File: src/rtl/conv_pkg.sv
// conv_pkg: shared widths, word/byte types and serializer states
package conv_pkg;
    localparam int WORD_W = 32;
    localparam int BYTE_W = 8;
    localparam int BYTES_PER_WORD = WORD_W / BYTE_W;
    typedef logic [WORD_W-1:0] word_t;
    typedef logic [BYTE_W-1:0] byte_t;
    typedef enum logic {IDLE, SEND} ser_state_e;
endpackage

File: src/rtl/sync_fifo.sv
// sync_fifo: single-clock word FIFO with occupancy count
module sync_fifo #(
    parameter int DEPTH = 4,
    parameter int WIDTH = 32
) (
    input  logic                       clk,
    input  logic                       rst,
    input  logic                       push,
    input  logic                       pop,
    input  logic [WIDTH-1:0]           din,
    output logic [WIDTH-1:0]           dout,
    output logic                       full,
    output logic                       empty,
    output logic [$clog2(DEPTH+1)-1:0] count
);
    localparam int AW = $clog2(DEPTH);
    logic [WIDTH-1:0] mem [DEPTH];
    logic [AW-1:0] wr_ptr, rd_ptr;
    logic do_push, do_pop;
    assign full    = count == ($clog2(DEPTH+1))'(DEPTH);
    assign empty   = count == '0;
    assign do_push = push && !full;
    assign do_pop  = pop && !empty;
    assign dout    = mem[rd_ptr];
    // storage is not reset; only valid entries are ever read
    always_ff @(posedge clk) begin
        if (do_push) mem[wr_ptr] <= din;
    end
    // pointers wrap naturally because DEPTH is a power of two
    always_ff @(posedge clk or posedge rst) begin
        if (rst) begin
            wr_ptr <= '0;
            rd_ptr <= '0;
            count  <= '0;
        end else begin
            if (do_push) wr_ptr <= wr_ptr + 1'b1;
            if (do_pop) rd_ptr <= rd_ptr + 1'b1;
            if (do_push && !do_pop) count <= count + 1'b1;
            else if (do_pop && !do_push) count <= count - 1'b1;
        end
    end
endmodule

File: src/rtl/word_serializer_32.sv
// word_serializer_32: buffers result words and streams them out LSB byte first
module word_serializer_32
    import conv_pkg::*;
#(
    parameter int DEPTH = 4
) (
    input  logic                       clk,
    input  logic                       rst,
    input  logic                       in_valid,
    output logic                       in_ready,
    input  word_t                      in_data,
    output logic                       out_valid,
    input  logic                       out_ready,
    output byte_t                      out_data,
    output logic                       out_last,
    output logic [$clog2(DEPTH+1)-1:0] fill_level
);
    localparam int KW = $clog2(BYTES_PER_WORD);
    localparam logic [KW-1:0] KLAST = KW'(BYTES_PER_WORD - 1);
    ser_state_e state, state_nxt;
    logic [KW-1:0] k;
    word_t sr, head;
    logic full, empty, push, pop, fire, at_last;
    assign in_ready  = !full;
    assign push      = in_valid && in_ready;
    assign fire      = out_valid && out_ready;
    assign at_last   = k == KLAST;
    assign pop       = !empty && (state == IDLE || (fire && at_last));
    assign out_valid = state == SEND;
    assign out_data  = sr[BYTE_W-1:0];
    assign out_last  = at_last && out_valid;
    sync_fifo #(.DEPTH(DEPTH), .WIDTH(WORD_W)) u_fifo (
        .clk   (clk),
        .rst   (rst),
        .push  (push),
        .pop   (pop),
        .din   (in_data),
        .dout  (head),
        .full  (full),
        .empty (empty),
        .count (fill_level)
    );
    // state register
    always_ff @(posedge clk or posedge rst) begin
        if (rst) state <= IDLE;
        else state <= state_nxt;
    end
    // reload keeps us in SEND back to back; going idle only when the last byte leaves with nothing queued
    always_comb begin
        state_nxt = pop ? SEND : (fire && at_last) ? IDLE : state;
    end
    // shift register and byte index; the low byte of sr is the presented output byte
    always_ff @(posedge clk or posedge rst) begin
        if (rst) begin
            sr <= '0;
            k  <= '0;
        end else if (pop) begin
            sr <= head;
            k  <= '0;
        end else if (fire) begin
            sr <= sr >> BYTE_W;
            k  <= k + 1'b1;
        end
    end
endmodule

File: config.mk
export PLATFORM = sky130hd
export DESIGN_NAME = word_serializer_32
export DESIGN_NICKNAME = d
export VERILOG_FILES = /design/src/rtl/conv_pkg.sv /design/src/rtl/sync_fifo.sv /design/src/rtl/word_serializer_32.sv
export SDC_FILE = /design/constraint.sdc
export NUM_CORES = 1
export LEC_CHECK = 0
export ABC_AREA = 1
export BUFFER_PORTS_ARGS = -buffer_cell sky130_fd_sc_hd__buf_4
export CORE_MARGIN = 2
export CORE_UTILIZATION = 60
export DETAILED_ROUTE_END_ITERATION = 8
export HOLD_SLACK_MARGIN = 0.06
export PLACE_DENSITY = 0.88
export SETUP_SLACK_MARGIN = 0.1
export SYNTH_ARGS = -nofsm -noshare
export SYNTH_HDL_FRONTEND = slang
export SYNTH_HIERARCHICAL = 1
export SYNTH_SLANG_ARGS = --single-unit
File: constraint.sdc
create_clock -name clk -period 3.8 [get_ports clk]
set_clock_uncertainty 0.1 [all_clocks]
set_input_delay 0.38 -clock clk [delete_from_list [all_inputs] [get_ports clk]]
set_output_delay 0.38 -clock clk [all_outputs]
set_load 0.01 [all_outputs]
==> flow_summary.toml <==
[logic_synthesis]
yosysSeqAreaShare = 0.653
syn-instance-count = 708
ys_top_cells_by_area = "edfxtp_1 (51%), dfrtp_1 (14%), nand2_1 (12%)"
syn_area_mm2 = 0.00750
syn_avg_cell_area_um2 = 10.6
yosysTopAreaCellShare = 0.513
synthDistinctLibCells = 21
synth.most_common_cell = "nand2_1"
synth_nets = 751
synthArstFlopShare = 0.247
synth_seq_cells = 170
synth_top_area_cell = "edfxtp_1"
synth_edf_count = 128
ys.warnings.count = 6
ys.flop_type = "edfxtp_1"
synth_common_cells = "nand2_1 (232), edfxtp_1 (128), inv_1 (111), o211ai_1 (64), nand3_1 (63)"

[power]
p_leak_nw = 4.03
ir_worst_vdd_uv = 420
power_density_mw_per_mm2 = 759

[cells_and_area]
fin_util = 0.729
drive_above_1_share = 0.127
diodes = 0
fin_nets = 817
area_growth_pct = 17.8
final_cell_count_no_fill = 955

[timing]
hold_violations = 0
holdWs_ns = 0.244
setup_viol = 0
tns_ns = 0
slew_headroom = 0.343
post-route-period-util = 0.785
rsz0062_at_grt = "false"
fin_crit_ns = 2.98
slew_violations = 0
fmax_ghz = 0.335
worst-slew-pin-transition_ns = 0.985

[setup_path]
cp_max_fo = 25
crit_path_start_kind = "register"
regToRegSetupSlack_ns = 0.82
end_kind = "register"
timing.rr.start = "u_fifo/count[0]$_DFFE_PP0P_"
r2r_end = "u_fifo/count[2]$_DFFE_PP0P_"
reg2reg_depth = 14
worstSetupPathType = "register to register"
cp.required_ns = 4.02
worstPathArrival_ns = 3.20
critPathLaunch = "u_fifo/count[0]$_DFFE_PP0P_"
crit_end = "u_fifo/count[2]$_DFFE_PP0P_"

[clock_network]
cts_buffers = 17
cts_tree = "yes"
cts_root_buffer = "clkbuf_16"
h-tree-depth = 4
clock_latency_ns = 0.43
cts_max_path_buffers = 2
clk_pin_slew_ns = 0.06
clock_sinks = 170

[grt]
antenna_found_initial = 0
grt_pass1_vias = 5276
grt.total_usage = 0.259
grt_pass1_wl_um = 25900
grt_max_degree = 82
grt_overflow = 0

[routing]
ant_nets = 0
route.vias.total = 5312
drt_iter0_drc = 575
drt-wirelength-per-cell_um = 17.1
drc = 0
dr.pass1.iters = 5
routed_wl_um = 16400
via_per_inst = 5.56

[floorplanning]
die-area_mm2 = 0.0134
core_mm2 = 0.0121
rows = 40
dieWidth_um = 116
fp.dieH_um = 116
start_util = 0.619
pin_count = 50

[flow_run]
max_cap_violations = 0

[placed_design]
numPortBuffers = 49
gp_congestion = 0.887
dp.cells = 890
dp.final_hpwl_um = 9230

[outcome]
outcome = "completed"

[hold_path]
hp-class = "input port to register"
## registers in the layout, indices dropped and copies added (netlist names)
name,count
u_fifo/rd_ptr,2
u_fifo/wr_ptr,2
out_valid,1
sr,32
u_fifo/count,3
k,2
u_fifo/mem,128
## worst max-delay path, stage by stage (launching register included)
cell and delay [ns]:
dfrtp_1 0.44, inv_1 0.11, nand3_1 0.17, inv_1 0.15, inv_2 0.20, nand2_2 0.14
clkinv_1 0.33, nand2_1 0.23, ha_1 0.20, inv_1 0.07, fa_1 0.39, nand2_1 0.12
nand3_1 0.10, nand2_1 0.06, nand2_1 0.05
## cell families after synthesis
kind of cell,Yosys count,synth area share
AND/OR/NAND/NOR,305,0.165
flip-flops,170,0.653
AO/OA/AOI/OAI,65,0.0648
adder cells (fa/ha/maj),7,0.0127
buffers and inverters,159,0.103
XOR/XNOR,2,0.00234
## cells in the final DEF, fill, tap and decap left out
cell and instances:
xnor2_1 1, ha_1 6, xor2_1 1, clkinv_4 5, edfxtp_1 128, nand2_2 3, inv_1 111, clkinv_1 1
bufinv_16 6, fa_1 1, o211ai_1 64, dfrtp_1 42, nand2_1 232, clkbuf_16 17, buf_4 57, buf_12 1
clkinv_2 3, inv_2 2, nand3_1 63, dlygate4sd3_1 33, clkinvlp_4 2, o21ai_0 1, nor2_1 2, nand4_1 1
nor2_2 4
## report_power, final
| part | switching, mW | total, mW | internal, mW | leakage [nW] |
|---|---|---|---|---|
| combinational | 1.42 | 2.07 | 0.650 | 2.00 |
| sequential | 0.197 | 2.69 | 2.49 | 1.71 |
| clock | 0.708 | 1.94 | 1.23 | 0.323 |
| total | 2.33 | 6.70 | 4.37 | 4.03 |
## routing by layer
metal	routed length, um	up-vias	track usage
met4	575	0	0.136
met2	8460	261	0.441
met1	6220	2540	0.307
met5	0	-	0
li1	-	2457	-
met3	1110	54	0.0633
## worst min-delay path by stage
stage / from / end / depth (start not counted)
3_5_place_dp: rst / u_fifo/count[0]$_DFFE_PP0P_ / 2
6_report: in_valid / u_fifo/wr_ptr[1]$_DFFE_PP0P_ / 5
3_3_place_gp: rst / u_fifo/count[0]$_DFFE_PP0P_ / 2
4_1_cts: in_valid / u_fifo/wr_ptr[1]$_DFFE_PP0P_ / 5
2_1_floorplan: rst / u_fifo/count[0]$_DFFE_PP0P_ / 1
5_1_grt: in_valid / u_fifo/wr_ptr[1]$_DFFE_PP0P_ / 5
## stage by stage
step	area, um^2	setup WS [ns]	total power [mW]
after floorplan	7500	0.893	4.22
after global placement	7830	1.15	4.55
after detailed placement	7830	0.957	4.68
after CTS	8830	0.888	6.69
after global routing	8830	0.660	7.04
final	8830	0.818	6.70
## area by class of cell
type / instances / area [um^2]
clock inverters: 15 / 249
flip-flops and latches: 170 / 4890
repair buffers: 91 / 778
inverters: 115 / 433
well taps: 168 / 210
fillers: 754 / 3280
clock buffers: 17 / 425
multi-input cells: 379 / 1840
## what timing repair did
| item | CTS | global route |
|---|---|---|
| gates resized for setup | 0 | 0 |
| hold endpoints to repair | 170 | 0 |
| hold buffers | 33 | 0 |
| setup buffers | 0 | 0 |
Power figures use the tool's default switching activity.
